**src/rtl/approx_mult_error_sweeper.sv**
```systemverilog
// Error-characterisation sweeper around the 4x4 approximate multiplier: issues every (A,B) pair
// in a programmed rectangle and accumulates error count, sum/max error distance and bias.

module multiplier_4x4 (
    input  logic [3:0] a,
    input  logic [3:0] b,
    output logic [7:0] p
);
    logic [3:0] pp [4];
    logic       c0, c1, c2, c2p, c6;
    logic [2:0] c3_sum;
    logic [1:0] c3, c4, c5;

    always_comb begin
        for (int j = 0; j < 4; j++) begin
            pp[j] = a & {4{b[j]}};
        end
    end

    // Columns 1-2 are OR-compressed, a1*b1 is promoted to weight 8 as a carry guess,
    // column 3 saturates at 3, and columns 4-6 are exact.
    assign c0     = pp[0][0];
    assign c1     = pp[0][1] | pp[1][0];
    assign c2     = pp[0][2] | pp[2][0];
    assign c2p    = pp[1][1];
    assign c3_sum = {2'b0, pp[0][3]} + {2'b0, pp[1][2]} + {2'b0, pp[2][1]} + {2'b0, pp[3][0]};
    assign c3     = (c3_sum > 3'd3) ? 2'd3 : c3_sum[1:0];
    assign c4     = {1'b0, pp[1][3]} + {1'b0, pp[2][2]} + {1'b0, pp[3][1]};
    assign c5     = {1'b0, pp[2][3]} + {1'b0, pp[3][2]};
    assign c6     = pp[3][3];

    assign p = {7'b0, c0} + {6'b0, c1, 1'b0} + {5'b0, c2, 2'b0} + {4'b0, c2p, 3'b0}
             + {3'b0, c3, 3'b0} + {2'b0, c4, 4'b0} + {1'b0, c5, 5'b0} + {1'b0, c6, 6'b0};
endmodule

module approx_mult_error_sweeper #(
    parameter int unsigned PIPE_DEPTH = 3,
    parameter int unsigned ACC_W      = 16
) (
    input  logic              clk,
    input  logic              rst_n,
    input  logic              start,
    input  logic              abort,
    input  logic [3:0]        a_min,
    input  logic [3:0]        a_max,
    input  logic [3:0]        b_min,
    input  logic [3:0]        b_max,
    output logic              busy,
    output logic              done,
    output logic              range_err,
    output logic [8:0]        pair_cnt,
    output logic [8:0]        err_cnt,
    output logic [ACC_W-1:0]  sum_ed,
    output logic [7:0]        max_ed,
    output logic [16:0]       bias
);
    typedef enum logic [1:0] {StIdle, StSweep, StDrain, StDone} state_e;

    state_e state_q, state_d;
    logic [3:0] a_max_q, b_min_q, b_max_q;
    logic [3:0] cur_a_q, cur_a_d, cur_b_q, cur_b_d;
    logic       load, issue, clear, flush, range_bad, last_a, last_b;
    logic       range_err_q, range_err_d;

    // vld_q[0] marks stage 1, vld_q[PIPE_DEPTH-2] marks stage 2
    logic [PIPE_DEPTH-2:0] vld_q, vld_d;
    logic [3:0]            s1_a_q, s1_b_q;
    logic [7:0]            s2_approx_q, s2_exact_q, approx;

    logic [8:0]       pair_q, pair_d, err_q, err_d;
    logic [ACC_W-1:0] sum_q, sum_d;
    logic [7:0]       max_q, max_d, ed;
    logic [16:0]      bias_q, bias_d;
    logic signed [8:0] diff;

    assign range_bad = (a_min > a_max) || (b_min > b_max);
    assign last_a    = (cur_a_q == a_max_q);
    assign last_b    = (cur_b_q == b_max_q);

    always_comb begin
        state_d     = state_q;
        cur_a_d     = cur_a_q;
        cur_b_d     = cur_b_q;
        range_err_d = range_err_q;
        load        = 1'b0;
        issue       = 1'b0;
        flush       = 1'b0;
        unique case (state_q)
            StIdle: begin
                if (start && !abort) begin
                    load        = 1'b1;
                    cur_a_d     = a_min;
                    cur_b_d     = b_min;
                    range_err_d = range_bad;
                    state_d     = range_bad ? StDone : StSweep;
                end
            end
            StSweep: begin
                if (abort) begin
                    flush   = 1'b1;
                    state_d = StIdle;
                end else begin
                    issue = 1'b1;
                    if (last_b) begin
                        cur_b_d = b_min_q;
                        if (last_a) state_d = StDrain;
                        else        cur_a_d = cur_a_q + 4'd1;
                    end else begin
                        cur_b_d = cur_b_q + 4'd1;
                    end
                end
            end
            StDrain: begin
                if (abort) begin
                    flush   = 1'b1;
                    state_d = StIdle;
                end else if (~|vld_q[PIPE_DEPTH-3:0]) begin
                    // The last pair is accumulated on the same edge that enters StDone.
                    state_d = StDone;
                end
            end
            StDone:  state_d = StIdle;
            default: state_d = StIdle;
        endcase
    end

    assign clear = load;
    assign vld_d = (flush || clear) ? '0 : {vld_q[PIPE_DEPTH-3:0], issue};

    multiplier_4x4 u_mult (
        .a (s1_a_q),
        .b (s1_b_q),
        .p (approx)
    );

    assign diff = $signed({1'b0, s2_approx_q}) - $signed({1'b0, s2_exact_q});
    assign ed   = diff[8] ? 8'(-diff) : diff[7:0];

    always_comb begin
        pair_d = pair_q;
        err_d  = err_q;
        sum_d  = sum_q;
        max_d  = max_q;
        bias_d = bias_q;
        if (clear) begin
            pair_d = '0;
            err_d  = '0;
            sum_d  = '0;
            max_d  = '0;
            bias_d = '0;
        end else if (vld_q[PIPE_DEPTH-2]) begin
            pair_d = pair_q + 9'd1;
            err_d  = err_q + {8'd0, |ed};
            sum_d  = sum_q + ACC_W'(ed);
            max_d  = (ed > max_q) ? ed : max_q;
            bias_d = bias_q + {{8{diff[8]}}, diff};
        end
    end

    always_ff @(posedge clk or negedge rst_n) begin
        if (!rst_n) begin
            state_q     <= StIdle;
            a_max_q     <= '0;
            b_min_q     <= '0;
            b_max_q     <= '0;
            cur_a_q     <= '0;
            cur_b_q     <= '0;
            range_err_q <= 1'b0;
            vld_q       <= '0;
            s1_a_q      <= '0;
            s1_b_q      <= '0;
            s2_approx_q <= '0;
            s2_exact_q  <= '0;
            pair_q      <= '0;
            err_q       <= '0;
            sum_q       <= '0;
            max_q       <= '0;
            bias_q      <= '0;
        end else begin
            state_q     <= state_d;
            cur_a_q     <= cur_a_d;
            cur_b_q     <= cur_b_d;
            range_err_q <= range_err_d;
            vld_q       <= vld_d;
            if (load) begin
                a_max_q <= a_max;
                b_min_q <= b_min;
                b_max_q <= b_max;
            end
            if (issue) begin
                s1_a_q <= cur_a_q;
                s1_b_q <= cur_b_q;
            end
            if (vld_q[0]) begin
                s2_approx_q <= approx;
                s2_exact_q  <= {4'd0, s1_a_q} * {4'd0, s1_b_q};
            end
            pair_q <= pair_d;
            err_q  <= err_d;
            sum_q  <= sum_d;
            max_q  <= max_d;
            bias_q <= bias_d;
        end
    end

    assign busy      = (state_q == StSweep) || (state_q == StDrain);
    assign done      = (state_q == StDone);
    assign range_err = range_err_q;
    assign pair_cnt  = pair_q;
    assign err_cnt   = err_q;
    assign sum_ed    = sum_q;
    assign max_ed    = max_q;
    assign bias      = bias_q;
endmodule

```
**config.mk**
```make
export PLATFORM = sky130hd
export DESIGN_NAME = approx_mult_error_sweeper
export DESIGN_NICKNAME = d
export VERILOG_FILES = /design/src/rtl/approx_mult_error_sweeper.sv
export SDC_FILE = /design/constraint.sdc
export NUM_CORES = 1
export LEC_CHECK = 0
export BUFFER_PORTS_ARGS = -buffer_cell sky130_fd_sc_hd__buf_4
export CELL_PAD_IN_SITES_DETAIL_PLACEMENT = 1
export CELL_PAD_IN_SITES_GLOBAL_PLACEMENT = 2
export CORE_ASPECT_RATIO = 1.1
export CORE_MARGIN = 3
export CORE_UTILIZATION = 34
export CTS_BUF_LIST = sky130_fd_sc_hd__clkbuf_16
export CTS_CLUSTER_SIZE = 40
export DETAILED_ROUTE_END_ITERATION = 16
export HOLD_SLACK_MARGIN = 0.06
export PLACE_DENSITY_LB_ADDON = 0.1
export SETUP_SLACK_MARGIN = 0.3
export SYNTH_ARGS = -nofsm -noshare
export SYNTH_HDL_FRONTEND = slang
export SYNTH_SLANG_ARGS = --single-unit
```
**constraint.sdc**
```tcl
create_clock -name clk -period 6.1 [get_ports clk]
set_input_delay 1.22 -clock clk [delete_from_list [all_inputs] [get_ports clk]]
set_output_delay 1.22 -clock clk [all_outputs]
set_load 0.1 [all_outputs]
```
==> tab_implementation.tex, run 1 <==
\begin{tabular}{lr}
\hline
Metric & Value \\
\hline
\multicolumn{2}{l}{\textbf{Clocking}} \\
\quad Total clock buffers created by CTS & 9 \\
\quad Buffers inserted during post-CTS setup optimization & 0 \\
\quad Maximum buffer depth of the clock tree & 2 \\
\quad Insertion delay to the later sink of the worst-skew pair & approximately 360 ps \\
\quad Number of hold-repair buffers added at the cts stage & 0 \\
\quad Post-cts repair resize count & 0 \\
\quad Depth of the CTS H-tree & 3 \\
\quad \# clock sinks & 105 \\
\quad Root Buffer & sky130\_fd\_sc\_hd\_\_clkbuf\_16 \\
\quad TritonCTS clock tree & yes \\
\quad Clock slew at the register clock pins of the worst setup and hold paths & 80 ps \\
\multicolumn{2}{l}{\textbf{Logic synthesis}} \\
\quad Count of flip-flops with a built-in enable after synthesis & 0 \\
\quad Number of synthesis warnings & 0 \\
\quad Most frequent cell after synthesis & sky130\_fd\_sc\_hd\_\_dfrtp\_1 \\
\quad Gate count of the mapped netlist & 788 \\
\quad Synth top area share & 0.365 \\
\quad Synth Area per Inst & 9.13 sq um \\
\quad Count of cell types in the netlist & 58 \\
\quad Yosys top cell by area & sky130\_fd\_sc\_hd\_\_dfrtp\_1 \\
\quad Share of flip-flops with an asynchronous set or reset after synthesis & 1.00 \\
\quad Post-synth top cells & sky130\_fd\_sc\_hd\_\_dfrtp\_1 (105), sky130\_fd\_sc\_hd\_\_nor2\_1 (82), sky130\_fd\_sc\_hd\_\_ha\_1 (75) \\
\quad Dominant cells by area after synthesis & sky130\_fd\_sc\_hd\_\_dfrtp\_1 (37\%), sky130\_fd\_sc\_hd\_\_ha\_1 (13\%), sky130\_fd\_sc\_hd\_\_nor2\_1 (4.3\%), sky130\_fd\_sc\_hd\_\_mux2i\_1 (3.9\%), sky130\_fd\_sc\_hd\_\_xnor2\_1 (3.9\%) \\
\quad Most used DFF post-synth & sky130\_fd\_sc\_hd\_\_dfrtp\_1 \\
\quad Register area share after synthesis & 0.365 \\
\quad Number of synthesized register bits & 105 \\
\quad Net count after synthesis & 891 \\
\quad Netlist area before placement & 7190 sq um \\
\multicolumn{2}{l}{\textbf{STA}} \\
\quad Total negative setup slack & 0 ps \\
\quad RSZ-0062 raised after global routing & false \\
\quad Minimum clock period after layout & 3860 ps \\
\quad Max-slew violation total from the final report & 0 \\
\quad Number of setup violations in the final report & 0 \\
\quad Clock skew & 14.2 ps \\
\quad Worst slew margin relative to its limit & 0.368 \\
\quad Top achievable clock speed & 259 MHz \\
\quad Final Cycle Share & 0.634 \\
\quad Slew at the pin with the worst max-slew slack & 948 ps \\
\quad Total count of hold-check failures in the final report & 0 \\
\multicolumn{2}{l}{\textbf{Global routing}} \\
\quad Via count of the first global-routing pass & 6299 \\
\quad Overflow after GRT & 0 \\
\quad Tot GR Track Use & 0.171 \\
\quad Maximum number of pins on one net before global-route repair & 70 \\
\quad Initial antenna violation count & 0 \\
\quad Global-route wire length before repair & 31600 um \\
\multicolumn{2}{l}{\textbf{Min path}} \\
\quad Endpoint with the worst hold slack & b\_min\_q[1]\$\_DFFE\_PN0P\_ \\
\quad Worst hold path stage count & 2 \\
\quad Class of the most critical hold timing path & reg -> reg \\
\quad Worst hold start & b\_min\_q[1]\$\_DFFE\_PN0P\_ \\
\multicolumn{2}{l}{\textbf{Worst setup path}} \\
\quad Critical-path top delay cell & sky130\_fd\_sc\_hd\_\_nor3\_1 \\
\quad RR Startpoint & s2\_approx\_q[1]\$\_DFFE\_PN0P\_ \\
\quad Critical path, cell by cell & inv\_1, ha\_1, o21a\_1, o211a\_1, nand2b\_1, o41ai\_2, xnor2\_1, ha\_1, nor3\_1, o21bai\_1, nor3\_1, a21oi\_1, a31o\_2 \\
\quad Data arrival, critical path & 4110 ps \\
\quad Data required time at the worst endpoint & approximately 6400 ps \\
\quad Internal reg-to-reg setup slack & 2240 ps \\
\quad Destination of the worst register-to-register timing path & sum\_ed[14]\$\_DFFE\_PN0P\_ \\
\quad Critical Path Sink Type & flop \\
\quad Crit path launch & s2\_approx\_q[1]\$\_DFFE\_PN0P\_ \\
\quad Number of cells traversed by the worst register-to-register path & 13 \\
\quad Nature of the critical path startpoint & flop \\
\quad Setup CP Type & reg -> reg \\
\quad Longest individual stage delay on the worst path & roughly 520 ps \\
\quad Largest fanout on the critical path & 8 \\
\multicolumn{2}{l}{\textbf{Run}} \\
\quad Count of maximum capacitance violations & 0 \\
\multicolumn{2}{l}{\textbf{Drt}} \\
\quad Number of search-and-repair iterations in the first detailed-routing pass & 4 \\
\quad Post-route DRC & 0 \\
\quad Total via count in the routed design & 5805 \\
\quad Post-detailed-routing wire length & approximately 19000 um \\
\quad Count of routing violations after the opening detailed-route iteration & 159 \\
\quad Post-DRT Antenna Nets & 0 \\
\quad Routed len/inst & 16.9 um \\
\quad Average via count per standard cell & 5.18 \\
\multicolumn{2}{l}{\textbf{Floorplanning}} \\
\quad IO Count & 82 \\
\quad Starting utilization of the core area & 0.348 \\
\quad Num rows & 55 \\
\quad Die extent in x & 145 um \\
\quad Die area & 22900 sq um \\
\quad Area of the placeable core & 20600 sq um \\
\quad Height of the die & between 150 and 200 um \\
\multicolumn{2}{l}{\textbf{Placement}} \\
\quad GP Congestion & 0.804 \\
\quad Detailed-placement wirelength estimate & roughly 14000 um \\
\quad Number of I/O port buffers & 80 \\
\multicolumn{2}{l}{\textbf{Final layout}} \\
\quad Share of final-layout standard cells stronger than drive strength 1 & 0.147 \\
\quad Count of antenna diodes in the layout & 0 \\
\quad Area growth from synthesis to layout & 16.6\% \\
\quad Layout fillers & about 2400 \\
\quad Number of nets at the end of the flow & between 900 and 1000 \\
\multicolumn{2}{l}{\textbf{Run status}} \\
\quad Outcome & complete, no violations \\
\hline
\end{tabular}
## worst max path at each step
stage / endpoint / slack [ps] / cells after the start
floorplan: max_ed[1]$_DFFE_PN0P_ / 2500 / 16
global placement: sum_ed[11]$_DFFE_PN0P_ / 2290 / 14
detailed placement: sum_ed[11]$_DFFE_PN0P_ / 2180 / 14
CTS: sum_ed[11]$_DFFE_PN0P_ / 2170 / 14
global route: sum_ed[13]$_DFFE_PN0P_ / 1750 / 14
finish: sum_ed[14]$_DFFE_PN0P_ / 2240 / 13
## flip-flops by register name, summed over array words and instances (netlist names)
register,count
bias,17
sum_ed,16
err_cnt,9
pair_cnt,9
max_ed,7
s2_approx_q,7
s2_exact_q,7
a_max_q,4
b_max_q,4
b_min_q,4
cur_a_q,4
cur_b_q,4
s1_a_q,4
s1_b_q,4
state_q,2
vld_q,2
range_err,1
## through the flow
step	utilization	instances	worst slack, ps	cell area (sq um)	hold WS [ps]
3_3_place_gp	0.390	1104	2290	8060	461
5_1_grt	0.406	1120	1750	8380	510
6_report	0.406	1120	2240	8380	487
3_5_place_dp	0.390	1104	2180	8060	471
2_1_floorplan	-	788	2500	7190	445
4_1_cts	0.406	1120	2170	8380	492
## routing by layer
metal | up-vias | track usage | part of all wire
li1 | 2859 | - | -
met1 | 2857 | 0.204 | 0.44
met2 | 74 | 0.323 | 0.52
met3 | 15 | 0.0234 | 0.025
met4 | 0 | 0.0422 | 0.013
met5 | - | 0 | 0
## cell type report
cell class | instances | area, sq um | area share
multi-input combinational | 596 | 4240 | 0.506
sequential | 105 | 2630 | 0.314
timing repair buffer | 85 | 638 | 0.0761
tap | 256 | 320 | 0.0382
inverter | 62 | 233 | 0.0278
clock buffer | 9 | 225 | 0.0269
clock inverter | 7 | 100 | 0.0119
## worst max-delay path: cells and delay by family (launching register included)
family	cells	cell delay [ps]
buffers and inverters	1	50
DFF	1	380
xor gates and xnor gates	1	300
adders and majority gates	2	690
AOI/OAI and AO/OA	6	1500
and+or+nand+nor	3	840
## logic make-up (layout without fill, tap and decap cells)
family | count (synthesis) | count (layout) | share of synthesized area
AOI/OAI and AO/OA | 170 | 170 | 0.148
xor gates and xnor gates | 52 | 52 | 0.0654
adders and majority gates | 83 | 83 | 0.153
buffers and inverters | 87 | 163 | 0.0459
DFF | 105 | 105 | 0.365
muxes | 41 | 41 | 0.0593
other | 1 | 1 | 0.000521
and+or+nand+nor | 249 | 249 | 0.163
## placed cells by master, fill, tap and decap left out, types with 3 or more instances in the layout
master	instances
sky130_fd_sc_hd__ha_1	75
sky130_fd_sc_hd__buf_4	85
sky130_fd_sc_hd__mux2i_1	28
sky130_fd_sc_hd__nor4_1	3
sky130_fd_sc_hd__nand2b_1	8
sky130_fd_sc_hd__a31o_2	3
sky130_fd_sc_hd__dfrtp_1	104
sky130_fd_sc_hd__o21ai_0	46
sky130_fd_sc_hd__nor2_1	82
sky130_fd_sc_hd__clkbuf_16	9
sky130_fd_sc_hd__nand3_1	7
sky130_fd_sc_hd__xor2_1	18
sky130_fd_sc_hd__o21ai_1	11
sky130_fd_sc_hd__fa_1	8
sky130_fd_sc_hd__nand4_1	13
sky130_fd_sc_hd__o22ai_1	3
sky130_fd_sc_hd__nor2b_1	12
sky130_fd_sc_hd__mux2_2	13
sky130_fd_sc_hd__xnor2_1	32
sky130_fd_sc_hd__a211oi_1	13
sky130_fd_sc_hd__nor3_1	7
sky130_fd_sc_hd__a21oi_1	53
sky130_fd_sc_hd__and2_1	12
sky130_fd_sc_hd__nand2_1	74
sky130_fd_sc_hd__a21o_1	7
sky130_fd_sc_hd__a21boi_1	4
sky130_fd_sc_hd__nand3b_1	6
sky130_fd_sc_hd__and3_1	8
sky130_fd_sc_hd__o211ai_1	5
sky130_fd_sc_hd__o21a_1	4
sky130_fd_sc_hd__inv_1	60
sky130_fd_sc_hd__or3_1	8
sky130_fd_sc_hd__o21bai_1	4
Power of run 1 is not shown: default switching activity piles up to over one toggle a cycle in this logic, so the estimate is an artifact.
==> run 2: changes to the inputs <==
==> constraint.sdc (replaced) <==
create_clock -name clk -period 3.73 [get_ports clk]
set_input_delay 0.746 -clock clk [delete_from_list [all_inputs] [get_ports clk]]
set_output_delay 0.746 -clock clk [all_outputs]
set_load 0.1 [all_outputs]
==> tab_implementation.tex, run 2 (synthesis gave the netlist of run 1 again) <==
\begin{tabular}{lr}
\hline
Metric & Value \\
\hline
\multicolumn{2}{l}{\textbf{Worst setup path}} \\
\quad Internal reg-to-reg setup slack & 340 ps \\
\quad Most prevalent standard cell on the critical path & sky130\_fd\_sc\_hd\_\_buf\_4 \\
\quad Critical Path Sink Type & flop \\
\quad RR Startpoint & s2\_approx\_q[2]\$\_DFFE\_PN0P\_ \\
\quad Destination of the worst register-to-register timing path & sum\_ed[15]\$\_DFFE\_PN0P\_ \\
\quad Number of cells traversed by the worst register-to-register path & 16 \\
\quad Critical-path top delay cell & sky130\_fd\_sc\_hd\_\_dfrtp\_1 \\
\quad Largest fanout on the critical path & 7 \\
\quad Longest individual stage delay on the worst path & slightly above 400 ps \\
\quad Setup CP Type & reg -> reg \\
\quad Data required time at the worst endpoint & 4020 ps \\
\quad Nature of the critical path startpoint & flop \\
\quad Crit path launch & s2\_approx\_q[2]\$\_DFFE\_PN0P\_ \\
\quad Data arrival, critical path & 3680 ps \\
\quad Critical path, cell by cell & ha\_4, o211ai\_1, buf\_4, a21boi\_4, mux2i\_2, a211oi\_4, buf\_4, xnor2\_1, buf\_4, ha\_4, nor2\_1, nor3\_1, o21ai\_1, buf\_4, or3\_1, a21oi\_2 \\
\multicolumn{2}{l}{\textbf{Run}} \\
\quad Count of maximum capacitance violations & 0 \\
\multicolumn{2}{l}{\textbf{Global routing}} \\
\quad Initial antenna violation count & 0 \\
\quad Tot GR Track Use & 0.176 \\
\quad Via count of the first global-routing pass & 6473 \\
\quad Overflow after GRT & 0 \\
\quad Maximum number of pins on one net before global-route repair & 53 \\
\quad Global-route wire length before repair & 32300 um \\
\multicolumn{2}{l}{\textbf{Clocking}} \\
\quad \# clock sinks & between 100 and 150 \\
\quad Root Buffer & sky130\_fd\_sc\_hd\_\_clkbuf\_16 \\
\quad Insertion delay to the later sink of the worst-skew pair & 360 ps \\
\quad Total clock buffers created by CTS & 9 \\
\quad Depth of the CTS H-tree & 3 \\
\quad TritonCTS clock tree & yes \\
\quad Number of hold-repair buffers added at the cts stage & 0 \\
\quad Clock slew at the register clock pins of the worst setup and hold paths & 70 ps \\
\quad Maximum buffer depth of the clock tree & 2 \\
\multicolumn{2}{l}{\textbf{Drt}} \\
\quad Post-route DRC & 0 \\
\quad Post-detailed-routing wire length & slightly above 20000 um \\
\quad Post-DRT Antenna Nets & 0 \\
\quad Number of search-and-repair iterations in the first detailed-routing pass & 4 \\
\quad Average via count per standard cell & 5.19 \\
\quad Routed len/inst & 17.4 um \\
\quad Count of routing violations after the opening detailed-route iteration & 195 \\
\quad Total via count in the routed design & $\sim$6000 \\
\multicolumn{2}{l}{\textbf{Final layout}} \\
\quad Count of antenna diodes in the layout & 0 \\
\quad Area growth from synthesis to layout & 26.8\% \\
\quad Flip-flop count of the largest register, all copies and words added & 17 \\
\quad Fraction of the core area covered by cells at the end of the flow & 0.442 \\
\quad Commonest non-fill, non-tap cell in the layout & sky130\_fd\_sc\_hd\_\_buf\_4 \\
\quad Multi-input combinational cell area & 4700 sq um \\
\quad Layout fillers & 2364 \\
\quad Share of final-layout standard cells stronger than drive strength 1 & 0.247 \\
\quad Register Area & 2630 sq um \\
\quad Number of nets at the end of the flow & between 1000 and 1500 \\
\quad Post-route insts no fill & 1160 \\
\quad Commonest cells after routing, fill and taps aside & sky130\_fd\_sc\_hd\_\_buf\_4 (121), sky130\_fd\_sc\_hd\_\_dfrtp\_1 (104), sky130\_fd\_sc\_hd\_\_nor2\_1 (80) \\
\multicolumn{2}{l}{\textbf{Placement}} \\
\quad GP Congestion & 0.815 \\
\quad Number of I/O port buffers & 80 \\
\quad Detailed-placement wirelength estimate & 14700 um \\
\quad Placed Cells incl. Taps & 1118 \\
\multicolumn{2}{l}{\textbf{Run status}} \\
\quad Outcome & complete, no violations \\
\multicolumn{2}{l}{\textbf{STA}} \\
\quad Total negative setup slack & 0 ps \\
\quad Minimum clock period after layout & 3390 ps \\
\quad RSZ-0062 raised after global routing & true \\
\quad Max-slew violation total from the final report & 0 \\
\quad Worst slew margin relative to its limit & 0.474 \\
\quad Clock skew & 13.2 ps \\
\quad Slew at the pin with the worst max-slew slack & slightly below 800 ps \\
\quad Number of setup violations in the final report & 0 \\
\quad Top achievable clock speed & 295 MHz \\
\quad Total count of hold-check failures in the final report & 0 \\
\quad Final Cycle Share & 0.909 \\
\multicolumn{2}{l}{\textbf{Floorplanning}} \\
\quad Num rows & between 50 and 60 \\
\quad Starting utilization of the core area & 0.348 \\
\quad Die extent in x & approximately 140 um \\
\quad Die area & around 23000 sq um \\
\quad Height of the die & between 150 and 200 um \\
\quad Area of the placeable core & 20600 sq um \\
\quad IO Count & 82 \\
\multicolumn{2}{l}{\textbf{Min path}} \\
\quad Class of the most critical hold timing path & in -> async \\
\hline
\end{tabular}
[run 2: how the worst max path moves through the flow]
stage / endpoint / cells past startpoint
2_1_floorplan: sum_ed[13]$_DFFE_PN0P_ / 15
3_3_place_gp: sum_ed[10]$_DFFE_PN0P_ / 13
3_5_place_dp: sum_ed[14]$_DFFE_PN0P_ / 13
4_1_cts: max_ed[3]$_DFFE_PN0P_ / 14
5_1_grt: max_ed[1]$_DFFE_PN0P_ / 15
6_report: sum_ed[15]$_DFFE_PN0P_ / 16
[run 2: layer usage]
metal | track usage | routed length, um | up-vias
met5 | 0 | 0 | -
met2 | 0.330 | 10800 | 84
met4 | 0.0591 | 378 | 0
met3 | 0.0246 | 477 | 27
li1 | - | - | 2941
met1 | 0.203 | 8460 | 2967
[run 2: per-stage QoR]
stage	setup WS, ps	hold slack, ps	cell area (sq um)
after global placement	223	460	8180
after CTS	300	466	8680
final	338	433	9120
after floorplan	305	445	7200
after detailed placement	12.0	471	8180
after global routing	188	486	9120
[run 2: layout make-up]
type | instances | area share
Clock buffer | 9 | 0.0247
Clock inverter | 7 | 0.00590
Timing Repair Buffer | 125 | 0.106
Tap cell | 256 | 0.0351
Sequential cell | 105 | 0.288
Multi-Input combinational cell | 596 | 0.515
Inverter | 62 | 0.0255
[run 2: repair_timing]
item                                    in CTS  in global routing
endpoints found under the setup margin      25                 25
setup buffers                                7                 19
resized for setup                           27                 56
pin swaps                                   13                 27
[run 2: critical path: cells and delay by family, from the launching register on]
family          cells  cell delay, ps
simple gates        3             560
compound gates      5             570
xor+xnor            1             250
fa+ha+maj           2             500
mux                 1             290
buf+inv             4             750
flops               1             410
Power of run 2 is left out for the same reason.
